`src/rtl/cart_rom_fetch.sv`:
```
// cart_rom_fetch: synchronizes the cartridge read, fetches the banked byte from NOR flash
// and serves re-reads of the same address from a one-entry tag.
module cart_rom_fetch #(
    parameter int SETTLE_CYCLES = 2,
    parameter int ACCESS_CYCLES = 6
) (
    input  logic        sys_clock,
    input  logic        sys_reset,
    input  logic [15:0] Cart_a,
    input  logic        Cart_nRD,
    input  logic [8:0]  Rom_a,
    input  logic        Rom_nCS,
    output logic [22:0] Flash_a,
    output logic        Flash_nCE,
    output logic        Flash_nOE,
    input  logic [7:0]  Flash_d,
    output logic [7:0]  Cart_d_out,
    output logic        Cart_d_oe
);
    typedef enum logic [1:0] {IDLE, SETTLE, ACCESS} state_t;
    localparam logic [3:0] SET_N = 4'(SETTLE_CYCLES);
    localparam logic [3:0] ACC_N = 4'(ACCESS_CYCLES);
    state_t state, state_nx;
    logic [22:0] a_meta, s_a, ref_a, ref_nx, fa_nx, tag_addr, tag_nx;
    logic        cs_meta, s_cs, rd_meta, s_rd;
    logic [3:0]  cnt, cnt_nx, cnt_inc;
    logic        tag_valid, tv_nx, active, hit, oe_nx;
    logic [7:0]  data_reg, data_nx;
    logic        unused_cart_a;
    assign unused_cart_a = &{1'b0, Cart_a[15:14]};
    assign active  = !s_rd && !s_cs;
    assign hit     = tag_valid && tag_addr == s_a;
    assign cnt_inc = (cnt == 4'hF) ? cnt : cnt + 4'd1;
    assign oe_nx   = active && hit && state == IDLE;
    always_comb begin
        state_nx = state;
        cnt_nx   = cnt;
        ref_nx   = ref_a;
        fa_nx    = Flash_a;
        tag_nx   = tag_addr;
        tv_nx    = tag_valid;
        data_nx  = data_reg;
        case (state)
            IDLE: if (active && !hit) begin
                state_nx = SETTLE;
                cnt_nx   = 4'd1;
                ref_nx   = s_a;
            end
            SETTLE: if (!active) state_nx = IDLE;
            else if (s_a != ref_a) begin
                ref_nx = s_a;
                cnt_nx = 4'd1;
            end else if (cnt >= SET_N) begin
                state_nx = ACCESS;
                fa_nx    = ref_a;
                cnt_nx   = 4'd1;
            end else cnt_nx = cnt_inc;
            ACCESS: if (!active || s_a != Flash_a) state_nx = IDLE;
            else if (cnt >= ACC_N) begin
                data_nx  = Flash_d;
                tag_nx   = Flash_a;
                tv_nx    = 1'b1;
                state_nx = IDLE;
            end else cnt_nx = cnt_inc;
            default: state_nx = IDLE;
        endcase
    end
    always_ff @(posedge sys_clock) begin
        if (sys_reset) begin
            a_meta     <= '0;
            s_a        <= '0;
            cs_meta    <= 1'b1;
            s_cs       <= 1'b1;
            rd_meta    <= 1'b1;
            s_rd       <= 1'b1;
            state      <= IDLE;
            cnt        <= '0;
            ref_a      <= '0;
            Flash_a    <= '0;
            Flash_nCE  <= 1'b1;
            Flash_nOE  <= 1'b1;
            tag_addr   <= '0;
            tag_valid  <= 1'b0;
            data_reg   <= 8'hFF;
            Cart_d_out <= 8'hFF;
            Cart_d_oe  <= 1'b0;
        end else begin
            a_meta     <= {Rom_a, Cart_a[13:0]};
            s_a        <= a_meta;
            cs_meta    <= Rom_nCS;
            s_cs       <= cs_meta;
            rd_meta    <= Cart_nRD;
            s_rd       <= rd_meta;
            state      <= state_nx;
            cnt        <= cnt_nx;
            ref_a      <= ref_nx;
            Flash_a    <= fa_nx;
            Flash_nCE  <= state_nx != ACCESS;
            Flash_nOE  <= state_nx != ACCESS;
            tag_addr   <= tag_nx;
            tag_valid  <= tv_nx;
            data_reg   <= data_nx;
            Cart_d_oe  <= oe_nx;
            if (oe_nx) Cart_d_out <= data_reg;
        end
    end
endmodule

```
`config.mk`:
```
export PLATFORM = sky130hd
export DESIGN_NAME = cart_rom_fetch
export DESIGN_NICKNAME = d
export VERILOG_FILES = /design/src/rtl/cart_rom_fetch.sv
export SDC_FILE = /design/constraint.sdc
export NUM_CORES = 1
export LEC_CHECK = 0
export CORE_MARGIN = 2
export CORE_UTILIZATION = 40
export CTS_CLUSTER_SIZE = 20
export DETAILED_ROUTE_END_ITERATION = 12
export PLACE_DENSITY = 0.72
export SLEW_MARGIN = 25
export SYNTH_ARGS = -nofsm -noshare
export SYNTH_HDL_FRONTEND = slang
export SYNTH_SLANG_ARGS = --single-unit
```
`constraint.sdc`:
```
create_clock -name sys_clock -period 2.8 [get_ports sys_clock]
set_input_delay 0.56 -clock sys_clock [delete_from_list [all_inputs] [get_ports sys_clock]]
set_output_delay 0.56 -clock sys_clock [all_outputs]
set_load 0.02 [all_outputs]
```
==> results.toml, run 1 <==
[final_layout]
fillers = 1215
final_common_cell = "dfxtp_1"
antenna_cells = 0
stdcell_area_sq_um = 7260
drive_gt1_share_pct = 9.40
final_nets = 668
multiInputGateArea_sq_um = 2670
regArea_sq_um = 2880
syn_to_final_growth_pct = 26.4
layout_common_cells = "dfxtp_1, nor2_1, mux2i_1"

[synthesis]
synth-seq-cells = 144
ys_types = 42
synth-edff-count = 0
netlist_area_sq_um = 5750
async_flop_share_pct = 0
synth_flop_cell = "dfxtp_1"
yosys_warnings = 0
syn_inst = 552
yosysSeqAreaShare_pct = 50.2
postSynthNetCount = 595
synth.avg_cell_area_sq_um = 10.4

[routing]
dr.first_iter.drc_count = 232
vias = 3977
drc = 0
antenna_left = 0
vias_per_cell = 4.86
wirelength_mm = 11.7
routedWlPerCell_um = 14.3
drt_pass1_iterations = 6

[floorplanning]
fp.dieW_um = 124
fp.dieArea_sq_um = 15300
std_cell_rows = 43
initial_utilization_pct = 41.2
dieHeight_um = 124
io-pin-count = 71
coreArea_sq_um = 13900

[sta]
slew_headroom_pct = 48.6
rsz0062_at_grt = "no"
setup_tns_ns = 0
fin_crit_ns = 2.38
finClkSkew_ns = 0.00967
holdWs_ns = 0.418
post-route-period-util_pct = 85.0
setup_viol = 0
worst_pin_slew_ns = 0.771
clock.fmax_mhz = 420
timing.final.ws_setup_ns = 0.419
final_max_slew_viol_count = 0
hold_violations = 0

[clock_network]
postCtsHoldBufs = 0
h-tree-depth = 4
clk_latency_ns = 0.42
clkSinkCount = 144
path_clk_slew_ns = 0.06
numCtsBuffers = 17
post_cts_resized = 0
root_buffer = "clkbuf_16"
cts_tree = "done"
cts_setup_buffers = 0
cts_buffer_depth = 2

[global_routing]
track_usage_pct = 16.5
grt_pass1_vias = 3835
overflow = 0
grt_max_degree = 77
grt_pass1_wl_mm = 19.0
antenna_found_initial = 0

[power_and_ir_drop]
p_leak_nw = 2.90
p_total_mw = 4.71
power.density_nw_per_um2 = 649
ir_drop_mv = 0.436

[job]
maxCapViolations = 0

[worst_setup_path]
r2r-start = "s_a[8]$_SDFF_PP0_"
ff2ff_setup_slack_ns = 0.42
cp_num_buf_inv = 1
worstSetupStartpointType = "register"
end_kind = "register"
cp.required_ns = 3.07
cp_data_arrival_time_ns = 2.66
crit_path_start = "s_a[8]$_SDFF_PP0_"
reg2regPathDepth = 8
critical_path.max_stage_delay_ns = 0.46
path_cells = "xnor2_1 -> nand4_1 -> nor4_4 -> nand2_2 -> nor3_4 -> buf_12 -> mux2i_1 -> nor2_1"
crit_family = "simple AND/OR/NAND/NOR gates"
crit_slowest_cell = "dfxtp_1"
crit_type = "reg -> reg"
crit_fanout = 24
r2r_end = "Flash_a[4]$_SDFFE_PP0P_"

[hold_path]
hold_start = "cs_meta$_SDFF_PP1_"
hold_depth = 1
min_path_type = "reg -> reg"
hold_end = "s_cs$_SDFF_PP1_"

[placement]
place.port_buffers = 68
globalplace.congestion = 0.798
dp_hpwl_mm = 8.30
dp_slack_ns = 0.401
placed_area_sq_um = 6620

[outcome]
status = "finished, final reports clean"
==> power by group <==
part | total (mW) | internal [mW] | leakage (nW) | switching, mW
clock network | 2.40 | 1.53 | 0.313 | 0.871
registers | 2.11 | 2.08 | 1.17 | 0.0268
logic | 0.203 | 0.106 | 1.42 | 0.0972
total | 4.71 | 3.72 | 2.90 | 0.995
==> layer usage <==
metal / global-route usage (%) / part of all wire (%)
met5: 0 / 0
met4: 6.75 / 1.5
met3: 4.99 / 5.5
met2: 26.9 / 49
met1: 20.3 / 44
==> kinds of logic (layout without fill, tap and decap cells) <==
| kind of cell | Yosys count | after routing | synth area share, % |
|---|---|---|---|
| and+or+nand+nor | 189 | 189 | 17.5 |
| buffers and inverters | 40 | 126 | 3.57 |
| DFF | 144 | 144 | 50.2 |
| AOI/OAI and AO/OA | 33 | 33 | 4.57 |
| muxes | 70 | 70 | 12.2 |
| adders and majority gates | 6 | 6 | 1.31 |
| xor gates and xnor gates | 70 | 70 | 10.7 |
==> through the flow <==
| step | std cells | utilization, % |
|---|---|---|
| 2_1_floorplan | 552 | - |
| 3_5_place_dp | 786 | 47.5 |
| 4_1_cts | 818 | 52.1 |
| 6_report | 818 | 52.1 |
| 3_3_place_gp | 786 | 47.5 |
| 5_1_grt | 818 | 52.1 |
==> cells in the mapped netlist (all sizes together) (8+ instances only) <==
master	n	area, sq um
nand2	14	55.1
nor4	8	98.9
clkbuf	16	60.1
o211ai	8	73.8
nor2b	48	300
xnor2	50	438
nand4	13	81.3
buf	10	92.6
mux2i	70	701
a211o	9	78.8
dfxtp	144	2880
inv	14	52.6
xor2	20	175
nor2	88	335
==> worst register-to-register path: stages (launching register included) <==
cell and delay, ns:
dfxtp_1 0.46, xnor2_1 0.22, nand4_1 0.21, nor4_4 0.41
nand2_2 0.13, nor3_4 0.25, buf_12 0.25, mux2i_1 0.25
nor2_1 0.06
==> worst max path at each step <==
stage / endpoint / slack, ns / cells past startpoint
detailed placement: Flash_a[4]$_SDFFE_PP0P_ / 0.40 / 8
finish: Flash_a[4]$_SDFFE_PP0P_ / 0.42 / 8
CTS: Flash_a[4]$_SDFFE_PP0P_ / 0.39 / 8
global route: Flash_a[11]$_SDFFE_PP0P_ / 0.23 / 8
floorplan: Flash_a[0]$_SDFFE_PP0P_ / 0.76 / 8
global placement: Flash_a[13]$_SDFFE_PP0P_ / 0.46 / 8
==> final cells by class <==
cell class	count	share of cell area, %
multi-input cells	368	36.7
flip-flops and latches	144	39.7
inverters	14	0.724
clock buffers	18	6.05
clock inverters	14	2.77
repair buffers	80	10.9
well taps	180	3.10
(Power assumes the default switching activity.)
==> run 2: changes to the inputs <==
MAX_ROUTING_LAYER = met4   (was default)
SLEW_MARGIN = default   (was 25)
==> results.toml, run 2 (same netlist as run 1, synthesis figures left out) <==
[floorplanning]
dieHeight_um = 124
fp.dieW_um = 124
std_cell_rows = 43
initial_utilization_pct = 41.2
fp.dieArea_sq_um = 15300
io-pin-count = 71
coreArea_sq_um = 13900

[sta]
finClkSkew_ns = 0.0133
slew_headroom_pct = 49.4
final_max_slew_viol_count = 0
timing.final.ws_setup_ns = 0.428
hold_violations = 0
rsz0062_at_grt = "no"
fin_crit_ns = 2.37
clock.fmax_mhz = 422
worst_pin_slew_ns = 0.759
setup_tns_ns = 0
setup_viol = 0
post-route-period-util_pct = 84.7
holdWs_ns = 0.419

[clock_network]
clkSinkCount = 144
root_buffer = "clkbuf_16"
path_clk_slew_ns = 0.06
numCtsBuffers = 17
post_cts_resized = 0
cts_buffer_depth = 2
h-tree-depth = 4
clk_latency_ns = 0.42
postCtsHoldBufs = 0
cts_setup_buffers = 0
cts_tree = "done"

[worst_setup_path]
crit_fanout = 24
crit_path_start = "s_a[8]$_SDFF_PP0_"
r2r-start = "s_a[8]$_SDFF_PP0_"
cp_data_arrival_time_ns = 2.64
end_kind = "register"
worstSetupStartpointType = "register"
r2r_end = "Flash_a[11]$_SDFFE_PP0P_"
reg2regPathDepth = 8
crit_type = "reg -> reg"
cp.required_ns = 3.07
ff2ff_setup_slack_ns = 0.43

[routing]
drc = 0
dr.first_iter.drc_count = 210
vias = 3964
wirelength_mm = 11.7
antenna_left = 0
routedWlPerCell_um = 14.3
drt_pass1_iterations = 5
vias_per_cell = 4.85

[final_layout]
fillers = 1215
final_common_cell = "dfxtp_1"
drive_gt1_share_pct = 9.40
stdcell_area_sq_um = 7260
layout_common_cells = "dfxtp_1, nor2_1, mux2i_1"
syn_to_final_growth_pct = 26.4
final_nets = 668
antenna_cells = 0

[hold_path]
min_path_type = "reg -> reg"
hold_depth = 1
hold_end = "s_cs$_SDFF_PP1_"
hold_start = "cs_meta$_SDFF_PP1_"

[outcome]
status = "finished, final reports clean"

[global_routing]
overflow = 0
grt_pass1_wl_mm = 19.1
track_usage_pct = 17.0
grt_max_degree = 77
grt_pass1_vias = 3828
antenna_found_initial = 0

[job]
maxCapViolations = 0

[placement]
dp_slack_ns = 0.401
globalplace.congestion = 0.809
place.port_buffers = 68
dp_hpwl_mm = 8.30
placed_area_sq_um = 6620

[power_and_ir_drop]
p_switching_uw = 995
p_leak_nw = 2.90
clockPowerShare_pct = 50.9
power_frac_seq_pct = 44.8
p_int_mw = 3.72
p_total_mw = 4.71
power.density_nw_per_um2 = 649
ir_drop_mv = 0.435
p_sw_share_pct = 21.1
comb_power_share_pct = 4.3
-- run 2: cell counts in the layout (fill, tap and decap cells not counted) --
No cell type changed its count.
-- run 2: worst max path at each step --
stage | endpoint | cells after the start
after detailed placement | Flash_a[4]$_SDFFE_PP0P_ | 8
after global placement | Flash_a[13]$_SDFFE_PP0P_ | 8
after CTS | Flash_a[4]$_SDFFE_PP0P_ | 8
final | Flash_a[11]$_SDFFE_PP0P_ | 8
after floorplan | Flash_a[0]$_SDFFE_PP0P_ | 8
after global routing | cnt[1]$_SDFFE_PP0P_ | 7
-- run 2: final cells by class --
| cell class | count | area, sq um | share of cell area [%] |
|---|---|---|---|
| Timing Repair Buffer | 80 | 793 | 10.9 |
| Clock buffer | 18 | 439 | 6.05 |
| Clock inverter | 14 | 201 | 2.77 |
| Inverter | 14 | 52.6 | 0.724 |
| Multi-Input combinational cell | 368 | 2670 | 36.7 |
| Sequential cell | 144 | 2880 | 39.7 |
| Tap cell | 180 | 225 | 3.10 |
-- run 2: per-layer routing --
| layer | share of wire (%) | wire length, um | GRT usage, % |
|---|---|---|---|
| met1 | 44 | 5210 | 20.6 |
| met2 | 49 | 5770 | 26.8 |
| met3 | 4.7 | 554 | 5.04 |
| met4 | 1.5 | 176 | 6.32 |
| met5 | 0 | 0 | - |
-- run 2: stage by stage --
stage / utilization [%] / instances
final: 52.1 / 818
after global routing: 52.1 / 818
after CTS: 52.1 / 818
after detailed placement: 47.5 / 786
after global placement: 47.5 / 786
after floorplan: - / 552
-- run 2: critical path, cell delays in order (launching register included) --
cell,delay [ns]
dfxtp_1,0.46
xnor2_1,0.22
nand4_1,0.21
nor4_4,0.41
nand2_2,0.13
nor3_4,0.25
buf_12,0.25
mux2i_1,0.23
nor2_1,0.06
-- run 2: power by group through the flow --
| stage | registers [mW] | logic, mW | clock network [mW] |
|---|---|---|---|
| floorplan | 2.15 | 0.123 | 0 |
| global placement | 2.15 | 0.202 | 0 |
| detailed placement | 2.16 | 0.205 | 0 |
| CTS | 2.11 | 0.206 | 2.45 |
| global route | 2.11 | 0.222 | 2.53 |
| finish | 2.11 | 0.203 | 2.40 |
==> run 3: changes to the inputs <==
PLACE_DENSITY = 0.74   (was 0.72)
clock period = 1.95 ns   (was 2.8 ns; I/O delays follow)
==> results.toml, run 3 (same netlist as run 1, synthesis figures left out) <==
[routing]
routedWlPerCell_um = 16.2
dr.first_iter.drc_count = 229
wirelength_mm = 14.6
antenna_left = 0
drt_pass1_iterations = 4
drc = 0
vias = 4417
vias_per_cell = 4.91

[worst_setup_path]
crit_fanout = 3
crit_slowest_cell = "or4_4"
crit_type = "reg -> reg"
critical_path.max_stage_delay_ns = 0.51
cpMostUsedCell = "buf_6"
r2r-start = "s_a[21]$_SDFF_PP0_"
end_kind = "register"
r2r_end = "Flash_nOE$_SDFF_PP1_"
cp.required_ns = 2.31
cp_data_arrival_time_ns = 2.64
worstSetupStartpointType = "register"
crit_path_start = "s_a[21]$_SDFF_PP0_"
reg2regPathDepth = 9
ff2ff_setup_slack_ns = -0.33
path_cells = "buf_6 -> xor2_2 -> nor4_2 -> buf_4 -> nand2_4 -> buf_6 -> or4_4 -> a311o_1 -> nand2_1"
endpoint = "Flash_nOE$_SDFF_PP1_"

[clock_network]
numCtsBuffers = 17
cts_buffer_depth = 2
clk_latency_ns = 0.42
clkSinkCount = 144
root_buffer = "clkbuf_16"
postCtsHoldBufs = 0
path_clk_slew_ns = 0.06
h-tree-depth = 4
cts_tree = "done"

[outcome]
violations = "setup timing"
status = "complete, but fails checks"

[floorplanning]
initial_utilization_pct = 41.2
coreArea_sq_um = 13900
dieHeight_um = 124
std_cell_rows = 43
io-pin-count = 71
fp.dieW_um = 124
fp.dieArea_sq_um = 15300

[sta]
rsz0062_at_grt = "yes"
timing.final.ws_setup_ns = -0.328
fin_crit_ns = 2.28
setup_viol = 93
final_max_slew_viol_count = 0
finClkSkew_ns = 0.0117
slew_headroom_pct = 67.9
holdWs_ns = 0.392
hold_violations = 0
post-route-period-util_pct = 117
clock.fmax_mhz = 439
worst_pin_slew_ns = 0.478

[final_layout]
antenna_cells = 0
layout_common_cells = "dfxtp_1, nor2_1, mux2i_1"
final_common_cell = "dfxtp_1"
drive_gt1_share_pct = 27.1
final_nets = 751
stdcell_area_sq_um = 8400
syn_to_final_growth_pct = 46.1

[placement]
globalplace.congestion = 0.841
dp_hpwl_mm = 9.21
placed_area_sq_um = 7110
place.port_buffers = 68

[global_routing]
grt_max_degree = 54
grt_pass1_vias = 4627
track_usage_pct = 21.0
grt_pass1_wl_mm = 23.2
overflow = 0
antenna_found_initial = 0

[power_and_ir_drop]
power_frac_seq_pct = 44.5
comb_power_share_pct = 6.1
p_leak_nw = 3.55
power.density_nw_per_um2 = 811
p_sw_share_pct = 22.1
p_int_mw = 5.31
ir_drop_mv = 0.696
p_switching_mw = 1.50
clockPowerShare_pct = 49.4

[job]
maxCapViolations = 0

[hold_path]
min_path_type = "in -> reg"
run 3: cell types whose count changed in the layout (fill, tap and decap cells not counted), sizes merged:
| cell | previous run | this run |
|---|---|---|
| clkdlybuf4s50 | 67 | 61 |
| bufinv | 4 | 3 |
| clkinv | 5 | 4 |
| dlygate4sd2 | 0 | 1 |
| inv | 18 | 16 |
| dlymetal6s2s | 0 | 5 |
| clkbuf | 18 | 20 |
| buf | 13 | 96 |
| clkinvlp | 1 | 2 |
run 3: power groups by stage:
| stage | Combinational, mW | Clock [mW] | Sequential, mW |
|---|---|---|---|
| 6_report | 0.417 | 3.36 | 3.03 |
| 5_1_grt | 0.444 | 3.56 | 3.03 |
| 4_1_cts | 0.389 | 3.41 | 3.03 |
| 3_5_place_dp | 0.351 | 0 | 3.09 |
| 3_3_place_gp | 0.345 | 0 | 3.09 |
| 2_1_floorplan | 0.177 | 0 | 3.09 |
run 3: cell type report:
cell class                 instances  area [sq um]
sequential                       144          2910
clock inverter                    11           156
inverter                          14          52.6
tap                              180           225
timing repair buffer             163          1680
multi-input combinational        368          2910
fill                            1099          5540
clock buffer                      20           457
run 3: critical path, delay by kind of cell, from the launching register on:
family          cells  cell delay (ns)
compound gates      1             0.31
xor+xnor            1             0.14
buf+inv             3             0.45
flops               1             0.34
simple gates        4             0.98
run 3: worst min path at each step:
| stage | from | end | slack [ns] | depth (start not counted) |
|---|---|---|---|---|
| 3_5_place_dp | rd_meta$_SDFF_PP1_ | s_rd$_SDFF_PP1_ | 0.40 | 1 |
| 2_1_floorplan | cs_meta$_SDFF_PP1_ | s_cs$_SDFF_PP1_ | 0.39 | 1 |
| 6_report | sys_reset | Flash_a[11]$_SDFFE_PP0P_ | 0.39 | 2 |
| 3_3_place_gp | cs_meta$_SDFF_PP1_ | s_cs$_SDFF_PP1_ | 0.41 | 1 |
| 4_1_cts | sys_reset | Flash_a[11]$_SDFFE_PP0P_ | 0.38 | 2 |
| 5_1_grt | sys_reset | tag_addr[0]$_SDFFE_PP0P_ | 0.41 | 2 |
run 3: metal layers:
layer | part of all wire (%) | track usage, %
met3 | 4.7 | 4.76
met1 | 43 | 23.7
met4 | 4.0 | 10.5
met2 | 49 | 34.9
met5 | 0 | -
run 3: metrics by stage:
step / setup WS, ns / cells / total power [mW] / setup TNS, ns / utilization [%]
after CTS: -0.240 / 900 / 6.82 / -14.03 / 59.7
after floorplan: 0.00128 / 552 / 3.26 / 0 / -
after global placement: -0.323 / 844 / 3.43 / -18.85 / 51.1
after global routing: -0.399 / 900 / 7.04 / -26.98 / 60.2
after detailed placement: -0.360 / 844 / 3.44 / -21.39 / 51.1
final: -0.328 / 900 / 6.81 / -18.64 / 60.2
run 3: what timing repair did:
action	CTS	global route
gates resized for setup	65	24
endpoints found under the setup margin	94	96
pin swaps	20	13
gates cloned	7	0
buffers inserted	18	5
